### config.mk
export PLATFORM = sky130hd
export DESIGN_NAME = noc_packet_sink
export DESIGN_NICKNAME = d
export VERILOG_FILES = /design/src/rtl/noc_packet_sink.sv
export SDC_FILE = /design/constraint.sdc
export NUM_CORES = 1
export LEC_CHECK = 0
export CAP_MARGIN = 10
export CORE_ASPECT_RATIO = 0.6
export CORE_MARGIN = 2
export CORE_UTILIZATION = 45
export CTS_CLUSTER_SIZE = 14
export DETAILED_ROUTE_END_ITERATION = 16
export PLACE_DENSITY = 0.66
export SLEW_MARGIN = 30
export SYNTH_ARGS = -nofsm -noshare
export SYNTH_HDL_FRONTEND = slang
export SYNTH_SLANG_ARGS = --single-unit
### constraint.sdc
create_clock -name noc_clk -period 3.7 [get_ports noc_clk]
set_input_delay 0.74 -clock noc_clk [delete_from_list [all_inputs] [get_ports noc_clk]]
set_output_delay 0.74 -clock noc_clk [all_outputs]
set_load 0.05 [all_outputs]
### src/rtl/noc_packet_sink.sv
// noc_packet_sink
// Terminal NoC endpoint. It accepts flits through a valid/ready handshake,
// checks packet framing, and buffers well-framed flits in a first-word-fall-through
// FIFO for a downstream consumer. Mis-framed flits are handshaken and then dropped.
// It also keeps packet and error counters, a sticky misroute flag, and the
// source coordinates of the last header it buffered.
//
// Ports
//   noc_clk                      sole clock, rising edge
//   noc_rst                      synchronous active-high reset
//   in_valid / in_ready          upstream handshake
//   in_flit, in_is_header/tail   upstream flit and framing markers
//   out_valid / out_ready        downstream handshake
//   out_flit, out_is_header/tail head FIFO entry (don't-care while !out_valid)
//   pkt_count                    complete packets accepted (saturating)
//   err_count                    framing errors (saturating)
//   misroute                     sticky: a header with a foreign destination was buffered
//   last_src_x / last_src_y      source of the last buffered header
//
// Framing FSM
//   state       | meaning
//   EXPECT_HEAD | between packets; only a header is legal
//   IN_PACKET   | header seen; body/tail legal, another header is an error

`ifndef Noc_Data_Width
`define Noc_Data_Width 32
`endif
`ifndef Noc_ID_X_Width
`define Noc_ID_X_Width 4
`endif
`ifndef Noc_ID_Y_Width
`define Noc_ID_Y_Width 4
`endif
`ifndef Noc_Source_Point
`define Noc_Source_Point 24
`endif
`ifndef Noc_Point_H
`define Noc_Point_H 32
`endif

module noc_packet_sink #(
    parameter logic [`Noc_ID_X_Width-1:0] X_ID       = '0,
    parameter logic [`Noc_ID_Y_Width-1:0] Y_ID       = '0,
    parameter int unsigned                FIFO_DEPTH = 4
) (
    input  logic                       noc_clk,
    input  logic                       noc_rst,
    input  logic                       in_valid,
    output logic                       in_ready,
    input  logic [`Noc_Data_Width-1:0] in_flit,
    input  logic                       in_is_header,
    input  logic                       in_is_tail,
    output logic                       out_valid,
    input  logic                       out_ready,
    output logic [`Noc_Data_Width-1:0] out_flit,
    output logic                       out_is_header,
    output logic                       out_is_tail,
    output logic [7:0]                 pkt_count,
    output logic [7:0]                 err_count,
    output logic                       misroute,
    output logic [`Noc_ID_X_Width-1:0] last_src_x,
    output logic [`Noc_ID_Y_Width-1:0] last_src_y
);

    localparam int unsigned XW      = `Noc_ID_X_Width;
    localparam int unsigned YW      = `Noc_ID_Y_Width;
    localparam int unsigned ID_W    = XW + YW;
    localparam int unsigned DW      = `Noc_Data_Width;
    localparam int unsigned ENTRY_W = DW + 2;
    localparam int unsigned PTR_W   = (FIFO_DEPTH > 1) ? $clog2(FIFO_DEPTH) : 1;
    localparam int unsigned OCC_W   = PTR_W + 1;
    localparam logic [OCC_W-1:0] OCC_FULL = OCC_W'(FIFO_DEPTH);

    typedef enum logic {
        EXPECT_HEAD = 1'b0,
        IN_PACKET   = 1'b1
    } state_t;

    logic [ENTRY_W-1:0] mem [FIFO_DEPTH];
    logic [PTR_W-1:0]   wr_ptr;
    logic [PTR_W-1:0]   rd_ptr;
    logic [OCC_W-1:0]   occupancy;
    state_t             state;

    logic               push;
    logic               pop;
    logic               write_en;
    logic               pkt_done;
    logic               drop;
    logic [ID_W-1:0]    src_field;
    logic [ID_W-1:0]    dst_field;

    // Handshake flags depend only on registered occupancy.
    assign in_ready  = (occupancy != OCC_FULL);
    assign out_valid = (occupancy != '0);
    assign push      = in_valid && in_ready;
    assign pop       = out_valid && out_ready;

    assign {out_is_header, out_is_tail, out_flit} = mem[rd_ptr];

    assign src_field = in_flit[`Noc_Point_H-1:`Noc_Source_Point];
    assign dst_field = in_flit[`Noc_Source_Point-1 -: ID_W];

    // Decide what a handshaken flit does in the current framing state.
    always_comb begin
        write_en = 1'b0;
        pkt_done = 1'b0;
        if (push) begin
            unique case (state)
                EXPECT_HEAD: begin
                    write_en = in_is_header;
                    pkt_done = in_is_header && in_is_tail;
                end
                IN_PACKET: begin
                    write_en = !in_is_header;
                    pkt_done = !in_is_header && in_is_tail;
                end
                default: ;
            endcase
        end
    end

    assign drop = push && !write_en;

    // Storage has no reset; occupancy alone defines which entries are valid.
    always_ff @(posedge noc_clk) begin
        if (write_en && !noc_rst) begin
            mem[wr_ptr] <= {in_is_header, in_is_tail, in_flit};
        end
    end

    always_ff @(posedge noc_clk) begin
        if (noc_rst) begin
            wr_ptr     <= '0;
            rd_ptr     <= '0;
            occupancy  <= '0;
            state      <= EXPECT_HEAD;
            pkt_count  <= '0;
            err_count  <= '0;
            misroute   <= 1'b0;
            last_src_x <= '0;
            last_src_y <= '0;
        end else begin
            if (write_en && !pop) begin
                occupancy <= occupancy + OCC_W'(1);
            end else if (!write_en && pop) begin
                occupancy <= occupancy - OCC_W'(1);
            end

            // Power-of-two depth: pointer overflow is the modulo wrap.
            if (write_en) begin
                wr_ptr <= wr_ptr + PTR_W'(1);
            end
            if (pop) begin
                rd_ptr <= rd_ptr + PTR_W'(1);
            end

            if (push) begin
                unique case (state)
                    EXPECT_HEAD: if (in_is_header && !in_is_tail) state <= IN_PACKET;
                    IN_PACKET:   if (!in_is_header && in_is_tail) state <= EXPECT_HEAD;
                    default:     state <= EXPECT_HEAD;
                endcase
            end

            if (pkt_done && (pkt_count != 8'hFF)) begin
                pkt_count <= pkt_count + 8'd1;
            end
            if (drop && (err_count != 8'hFF)) begin
                err_count <= err_count + 8'd1;
            end

            if (write_en && in_is_header) begin
                last_src_x <= src_field[ID_W-1:YW];
                last_src_y <= src_field[YW-1:0];
                if (dst_field != {X_ID, Y_ID}) begin
                    misroute <= 1'b1;
                end
            end
        end
    end

endmodule

==> results of run 1 <==
==> worst reg2reg max path, cell delays in order, from the launching register on <==
cell	delay, ps
sky130_fd_sc_hd__dfxtp_1	410
sky130_fd_sc_hd__or3b_1	290
sky130_fd_sc_hd__nand3_1	210
sky130_fd_sc_hd__inv_1	120
sky130_fd_sc_hd__ha_1	180
sky130_fd_sc_hd__inv_1	60
sky130_fd_sc_hd__fa_1	380
sky130_fd_sc_hd__xor2_1	160
sky130_fd_sc_hd__or3_2	410
sky130_fd_sc_hd__a21oi_1	140
==> cell usage in the layout (no fill, tap or decap), types with 2 or more instances in the layout <==
cell type	Yosys	routed
sky130_fd_sc_hd__a21oi_1	13	13
sky130_fd_sc_hd__and2_2	0	4
sky130_fd_sc_hd__and3_1	4	4
sky130_fd_sc_hd__buf_12	0	3
sky130_fd_sc_hd__buf_4	1	7
sky130_fd_sc_hd__clkbuf_16	0	17
sky130_fd_sc_hd__clkdlybuf4s50_1	0	98
sky130_fd_sc_hd__clkinv_8	0	2
sky130_fd_sc_hd__clkinvlp_4	0	3
sky130_fd_sc_hd__dfxtp_1	35	33
sky130_fd_sc_hd__dfxtp_2	0	2
sky130_fd_sc_hd__edfxtp_1	136	136
sky130_fd_sc_hd__ha_1	7	7
sky130_fd_sc_hd__inv_1	10	10
sky130_fd_sc_hd__inv_6	0	4
sky130_fd_sc_hd__inv_8	0	4
sky130_fd_sc_hd__mux2i_1	11	11
sky130_fd_sc_hd__mux4_2	34	34
sky130_fd_sc_hd__nand2_1	6	6
sky130_fd_sc_hd__nand3_1	9	9
sky130_fd_sc_hd__nand4_1	2	2
sky130_fd_sc_hd__nor2_1	20	20
sky130_fd_sc_hd__nor2b_1	2	2
sky130_fd_sc_hd__nor4_1	4	4
sky130_fd_sc_hd__o21a_1	2	2
sky130_fd_sc_hd__o21ai_0	7	7
sky130_fd_sc_hd__o311ai_0	2	2
sky130_fd_sc_hd__o31ai_1	7	7
sky130_fd_sc_hd__or3_1	3	3
sky130_fd_sc_hd__or3_2	4	4
sky130_fd_sc_hd__or4_1	6	6
sky130_fd_sc_hd__xor2_1	5	5
==> power by group through the flow <==
stage                     combinational [mW]  sequential, mW  clock, mW
after floorplan                         1.04            2.28          0
after global placement                  1.53            2.26          0
after detailed placement                1.54            2.26          0
after CTS                               1.55            2.22       1.74
after global routing                    1.61            2.23       1.82
final                                   1.53            2.22       1.70
==> cells in the mapped netlist (2+ instances only) <==
library cell | instances | share of area [%]
sky130_fd_sc_hd__a21oi_1 | 13 | 0.99
sky130_fd_sc_hd__and2_1 | 4 | 0.38
sky130_fd_sc_hd__and3_1 | 4 | 0.38
sky130_fd_sc_hd__buf_2 | 5 | 0.38
sky130_fd_sc_hd__clkbuf_1 | 9 | 0.52
sky130_fd_sc_hd__dfxtp_1 | 35 | 11
sky130_fd_sc_hd__edfxtp_1 | 136 | 62
sky130_fd_sc_hd__ha_1 | 7 | 1.3
sky130_fd_sc_hd__inv_1 | 10 | 0.57
sky130_fd_sc_hd__mux2i_1 | 11 | 1.7
sky130_fd_sc_hd__mux4_2 | 34 | 12
sky130_fd_sc_hd__nand2_1 | 6 | 0.34
sky130_fd_sc_hd__nand3_1 | 9 | 0.69
sky130_fd_sc_hd__nand4_1 | 2 | 0.19
sky130_fd_sc_hd__nor2_1 | 20 | 1.1
sky130_fd_sc_hd__nor2b_1 | 2 | 0.19
sky130_fd_sc_hd__nor4_1 | 4 | 0.38
sky130_fd_sc_hd__o21a_1 | 2 | 0.23
sky130_fd_sc_hd__o21ai_0 | 7 | 0.53
sky130_fd_sc_hd__o311ai_0 | 2 | 0.27
sky130_fd_sc_hd__o31ai_1 | 7 | 0.80
sky130_fd_sc_hd__or3_1 | 3 | 0.29
sky130_fd_sc_hd__or3_2 | 4 | 0.46
sky130_fd_sc_hd__or4_1 | 6 | 0.69
sky130_fd_sc_hd__xor2_1 | 5 | 0.67
==> flip-flops by register name, indices dropped and copies added, names as in the netlist, named ones only <==
name	cells
mem	136
state	1
wr_ptr	2
occupancy	3
rd_ptr	2
last_src_x	4
err_count	8
last_src_y	4
pkt_count	8
misroute	1
==> worst min path at each step <==
| stage | cells after the start | start | slack, ps | to |
|---|---|---|---|---|
| finish | 2 | pkt_count[4]$_SDFFE_PP0P_ | 500 | pkt_count[4]$_SDFFE_PP0P_ |
| global route | 2 | err_count[1]$_SDFFE_PP0P_ | 530 | err_count[1]$_SDFFE_PP0P_ |
| CTS | 2 | pkt_count[4]$_SDFFE_PP0P_ | 500 | pkt_count[4]$_SDFFE_PP0P_ |
| detailed placement | 2 | pkt_count[4]$_SDFFE_PP0P_ | 490 | pkt_count[4]$_SDFFE_PP0P_ |
| global placement | 2 | occupancy[2]$_SDFFE_PP0P_ | 470 | occupancy[2]$_SDFFE_PP0P_ |
| floorplan | 2 | occupancy[2]$_SDFFE_PP0P_ | 460 | occupancy[2]$_SDFFE_PP0P_ |
==> final cells by class <==
class,instances,area [um^2]
Fill cell,1133,5980
Sequential cell,171,4790
Clock inverter,15,149
Timing Repair Buffer,108,1090
Multi-Input combinational cell,165,1660
Tap cell,198,248
Clock buffer,17,425
Inverter,10,37.5
==> cells by family (layout without fill, tap and decap cells) <==
family	Yosys count	count (layout)	share of synthesized area, %
flip-flops	171	171	73.0
AND/OR/NAND/NOR	70	70	5.91
multiplexers	46	46	13.5
AO/OA/AOI/OAI	35	35	3.34
buffers and inverters	27	150	1.81
adder cells (fa/ha/maj)	8	8	1.64
XOR/XNOR	6	6	0.801
==> metrics by stage <==
step                      cells  instance area [um^2]
final                       684                  8400
after global routing        684                  8400
after CTS                   684                  8400
after detailed placement    652                  7830
after global placement      652                  7830
after floorplan             363                  6560
==> routing by layer <==
| metal | up-vias | track usage [%] | part of all wire (%) |
|---|---|---|---|
| li1 | 1675 | - | - |
| met1 | 1810 | 24.0 | 48 |
| met2 | 95 | 26.4 | 46 |
| met3 | 14 | 5.46 | 5.8 |
| met4 | 0 | 5.20 | 0.89 |
| met5 | - | 0 | 0 |
==> impl_metrics.env, run 1 <==
export IMPL_seq_area_frac_synth_pct=73.0
export IMPL_run_status="finished clean"
export IMPL_hold_violations=0
export IMPL_worstSkewPairLatency_ps=430
export IMPL_worstMarginPinSlew_ps=853
export IMPL_fmax_mhz=320
export IMPL_netlist_instances=363
export IMPL_cts_sinks=171
export IMPL_floorplan_io_pins=99
export IMPL_regToRegEndpoint="occupancy[2]$_SDFFE_PP0P_"
export IMPL_n_antenna_cell=0
export IMPL_chip_height_um=97.5
export IMPL_clockPowerShare_pct=31.2
export IMPL_detail_route_wirelength_um=12800
export IMPL_combPwrFrac_pct=28.1
export IMPL_gp_congestion=0.794
export IMPL_worst_setup_path_start_kind="flop"
export IMPL_grt_use_total_pct=17.3
export IMPL_slew_limit_headroom_pct=42.8
export IMPL_clockBufferDepth=2
export IMPL_place_port_buffers=98
export IMPL_async_flop_share_pct=0
export IMPL_rr_startpoint="occupancy[0]$_SDFFE_PP0P_"
export IMPL_synth_warning_count=0
export IMPL_chipWidth_um=160
export IMPL_cts_setup_buffers=0
export IMPL_min_period_over_period_pct=84.5
export IMPL_p_sw_share_pct=32.8
export IMPL_regToRegSetupSlack_ps=1260
export IMPL_post_route_min_period_ps=3120
export IMPL_rsz0062_at_grt="no"
export IMPL_path_depth=3
export IMPL_cellInternalPower_mw=3.66
export IMPL_dieArea_um2=15600
export IMPL_cts_tree="built"
export IMPL_hold_worst_slack_ps=499
export IMPL_worstRegToRegCells=9
export IMPL_avgSynthCellArea_um2=18.1
export IMPL_grt_pass1_vias=3746
export IMPL_detail_route_antenna_nets=0
export IMPL_grt_first_pass_wirelength_um=20100
export IMPL_power_switching_mw=1.79
export IMPL_floorplan_initialDensity_pct=45.6
export IMPL_maxCapViolCount=0
export IMPL_grt_ovfl_total=0
export IMPL_first_pass_iters=4
export IMPL_power_density_nw_per_um2=649
export IMPL_post_cts_resized_instances=0
export IMPL_peakVddDrop_mv=0.287
export IMPL_worstPathBufferInverterCount=2
export IMPL_totalPowerFinal_mw=5.45
export IMPL_cts_root_buffer="sky130_fd_sc_hd__clkbuf_16"
export IMPL_synth_net_count=409
export IMPL_htreeDepth=4
export IMPL_number_of_antenna_violations_at_the_first_check_in_global_routing=0
export IMPL_drt_first_iter_violations=243
export IMPL_pre_cts_slack_ps=304
export IMPL_synth_ff_type="sky130_fd_sc_hd__edfxtp_1"
export IMPL_worst_setup_hold_path_clk_slew_ps=70
export IMPL_skew_final_ps=12.8
export IMPL_category_of_the_most_critical_setup_path="flop to output pin"
export IMPL_tritoncts_num_buffers=17
export IMPL_timing_critical_path_to_type="output pin"
export IMPL_worst_setup_path_endpoint="out_flit[25]"
export IMPL_vias_per_cell=5.25
export IMPL_setup_ws_ps=575
export IMPL_largest_net_degree_at_the_start_of_global_routing=35
export IMPL_arr_time_crit_path_ps=2380
export IMPL_wire_per_inst_um=18.8
export IMPL_seq_power_share_pct=40.7
export IMPL_critical_path_max_fanout=34
export IMPL_classification_of_the_worst_slack_hold_path="flop to flop"
export IMPL_synth_cell_types=41
export IMPL_maxSlewViolCount=0
export IMPL_yosys_register_bits=171
export IMPL_placeableCoreArea_um2=14400
export IMPL_cp_required_ps=2960
export IMPL_place_detailed_hpwl_um=8040
export IMPL_synth_edf_count=136
export IMPL_cp_top_family="buffers and inverters"
export IMPL_fp_row_count=34
export IMPL_post_route_util_pct=58.4
export IMPL_final_layout_size_suffix_gt1_share_pct=18.5
export IMPL_synthToLayoutAreaGrowth_pct=28.1
export IMPL_critical_path_cell_chain="buf_12 > mux4_2 > clkdlybuf4s50_1"
export IMPL_syn_area_um2=6560
export IMPL_p_leak_nw=2.77
export IMPL_crit_path_max_incr_delay_ps=730
export IMPL_setup_tns_final_ps=0
export IMPL_detailroute_via_count=3594
export IMPL_setup_violations=0
export IMPL_slowest_library_cell_on_the_worst_path="sky130_fd_sc_hd__clkdlybuf4s50_1"
export IMPL_drcViolationCount=0
export IMPL_finish_net_count=519
export IMPL_holdBufCountCts=0
Power figures use the tool's default switching activity.
==> run 2: changes to the inputs <==
Settings changed: PLACE_DENSITY 0.66 to 0.69.
Clock period 3.7 ns to 2.6 ns, I/O delays scaled along.
==> run 2 against run 1 <==
  * Clock skew down 3.8 ps
  * Setup slack got worse by 510 ps
  * Clock power grew 45%
  * Non-clock buffer count increased by 8
  * Via count is 2.0% higher
  * Routed wire length decreased by 1.4%
  * Sequential power up 41%
  * Global-route usage decreased by 0.20 points
  * Die area is the same
  * Critical path type unchanged
  * Largest cell class unchanged
==> impl_metrics.env, run 2 (synthesis results as in run 1) <==
export IMPL_gp_congestion=0.707
export IMPL_clockBufferDepth=2
export IMPL_registers_top_by_ff_count="mem"
export IMPL_grt_use_total_pct=17.1
export IMPL_most_common_layout_cells="sky130_fd_sc_hd__edfxtp_1, sky130_fd_sc_hd__clkdlybuf4s50_1, sky130_fd_sc_hd__buf_4, sky130_fd_sc_hd__mux4_2, sky130_fd_sc_hd__dfxtp_1"
export IMPL_placeableCoreArea_um2=14400
export IMPL_fp_row_count=34
export IMPL_regToRegEndpoint="occupancy[2]$_SDFFE_PP0P_"
export IMPL_hold_violations=0
export IMPL_vias_per_cell=5.30
export IMPL_fillers=1173
export IMPL_cts_tree="built"
export IMPL_worstMarginPinSlew_ps=544
export IMPL_detail_route_wirelength_um=12700
export IMPL_worst_setup_path_start_kind="flop"
export IMPL_place_port_buffers=98
export IMPL_final_layout_size_suffix_gt1_share_pct=26.5
export IMPL_holdPathStages=1
export IMPL_mostFrequentLayoutCell="sky130_fd_sc_hd__edfxtp_1"
export IMPL_min_delay_worst_endpoint="misroute$_SDFFE_PP0P_"
export IMPL_post_route_min_period_ps=2530
export IMPL_fmax_mhz=395
export IMPL_category_of_the_most_critical_setup_path="flop to output pin"
export IMPL_cts_setup_buffers=0
export IMPL_power_density_nw_per_um2=918
export IMPL_setup_tns_final_ps=0
export IMPL_timing_critical_path_to_type="output pin"
export IMPL_hold_worst_slack_ps=498
export IMPL_place_detailed_hpwl_um=8170
export IMPL_number_of_antenna_violations_at_the_first_check_in_global_routing=0
export IMPL_dieArea_um2=15600
export IMPL_drt_first_iter_violations=265
export IMPL_hp_start="misroute$_SDFFE_PP0P_"
export IMPL_worst_setup_hold_path_clk_slew_ps=70
export IMPL_holdBufCountCts=0
export IMPL_layout_top_registers="mem: 136 flops, err_count: 8 flops, pkt_count: 8 flops"
export IMPL_chipWidth_um=160
export IMPL_setup_violations=0
export IMPL_worstSkewPairLatency_ps=420
export IMPL_p_leak_nw=2.87
export IMPL_cts_root_buffer="sky130_fd_sc_hd__clkbuf_16"
export IMPL_slew_limit_headroom_pct=63.6
export IMPL_critical_path_max_fanout=7
export IMPL_floorplan_io_pins=99
export IMPL_post_route_util_pct=59.1
export IMPL_grt_ovfl_total=0
export IMPL_maxCapViolCount=0
export IMPL_rr_startpoint="occupancy[0]$_SDFFE_PP0P_"
export IMPL_skew_final_ps=9.00
export IMPL_classification_of_the_worst_slack_hold_path="flop to flop"
export IMPL_grt_pass1_vias=3797
export IMPL_n_antenna_cell=0
export IMPL_largest_register_ff_count=136
export IMPL_rsz0062_at_grt="no"
export IMPL_peakVddDrop_mv=0.443
export IMPL_detail_route_antenna_nets=0
export IMPL_maxSlewViolCount=0
export IMPL_arr_time_crit_path_ps=2010
export IMPL_detailroute_via_count=3665
export IMPL_cts_sinks=171
export IMPL_chip_height_um=97.5
export IMPL_first_pass_iters=4
export IMPL_min_period_over_period_pct=97.3
export IMPL_synthToLayoutAreaGrowth_pct=29.5
export IMPL_finish_net_count=527
export IMPL_floorplan_initialDensity_pct=45.6
export IMPL_wire_per_inst_um=18.3
export IMPL_largest_net_degree_at_the_start_of_global_routing=35
export IMPL_htreeDepth=4
export IMPL_drcViolationCount=0
export IMPL_grt_first_pass_wirelength_um=20200
export IMPL_run_status="finished clean"
export IMPL_post_cts_resized_instances=0
export IMPL_regToRegSetupSlack_ps=240
export IMPL_worstRegToRegCells=8
export IMPL_tritoncts_num_buffers=17
export IMPL_cp_required_ps=2080
[run 2: cell types whose count changed in the layout (fill, tap and decap cells not counted), sizes merged]
cell,before,now
buf,10,52
inv,18,19
clkdlybuf4s50,98,64
bufinv,0,1
clkinv,4,2
[run 2: layout make-up]
type | instances | area (um^2) | share of cell area (%)
well taps | 198 | 248 | 2.92
multi-input cells | 165 | 1660 | 19.5
flip-flops and latches | 171 | 4790 | 56.4
clock inverters | 15 | 154 | 1.81
repair buffers | 116 | 1180 | 13.9
clock buffers | 17 | 425 | 5.01
inverters | 10 | 37.5 | 0.442
[run 2: per-layer routing]
layer	share of wire [%]	GRT usage (%)	routed length, um
met1	48	24.0	6040
met2	47	26.7	5920
met3	4.8	4.74	602
met4	0.79	4.37	100
met5	0	0	0
[run 2: metrics by stage]
stage | setup slack, ps | cells | cell area [um^2] | total power [mW]
CTS | 59.4 | 692 | 8490 | 7.88
finish | 70.1 | 692 | 8490 | 7.80
floorplan | 145 | 363 | 6560 | 4.72
detailed placement | -165 | 660 | 7910 | 5.42
global placement | -115 | 660 | 7910 | 5.39
global route | 8.99 | 692 | 8490 | 8.12
[run 2: power by group]
group	internal [mW]	switching, mW
registers	3.08	0.0648
clock network	1.36	1.11
logic	0.849	1.34
[run 2: worst max path at each step]
stage | end | slack, ps | from | cells past startpoint
5_1_grt | in_ready | 9 | occupancy[0]$_SDFFE_PP0P_ | 2
4_1_cts | in_ready | 60 | occupancy[0]$_SDFFE_PP0P_ | 2
2_1_floorplan | occupancy[2]$_SDFFE_PP0P_ | 140 | occupancy[0]$_SDFFE_PP0P_ | 8
6_report | in_ready | 70 | occupancy[0]$_SDFFE_PP0P_ | 2
3_3_place_gp | occupancy[2]$_SDFFE_PP0P_ | -110 | in_is_header | 10
3_5_place_dp | occupancy[2]$_SDFFE_PP0P_ | -170 | in_is_header | 10
[run 2: critical path: stages, from the launching register on]
cell and delay (ps):
sky130_fd_sc_hd__dfxtp_1 350, sky130_fd_sc_hd__or3b_1 500, sky130_fd_sc_hd__clkdlybuf4s50_1 740
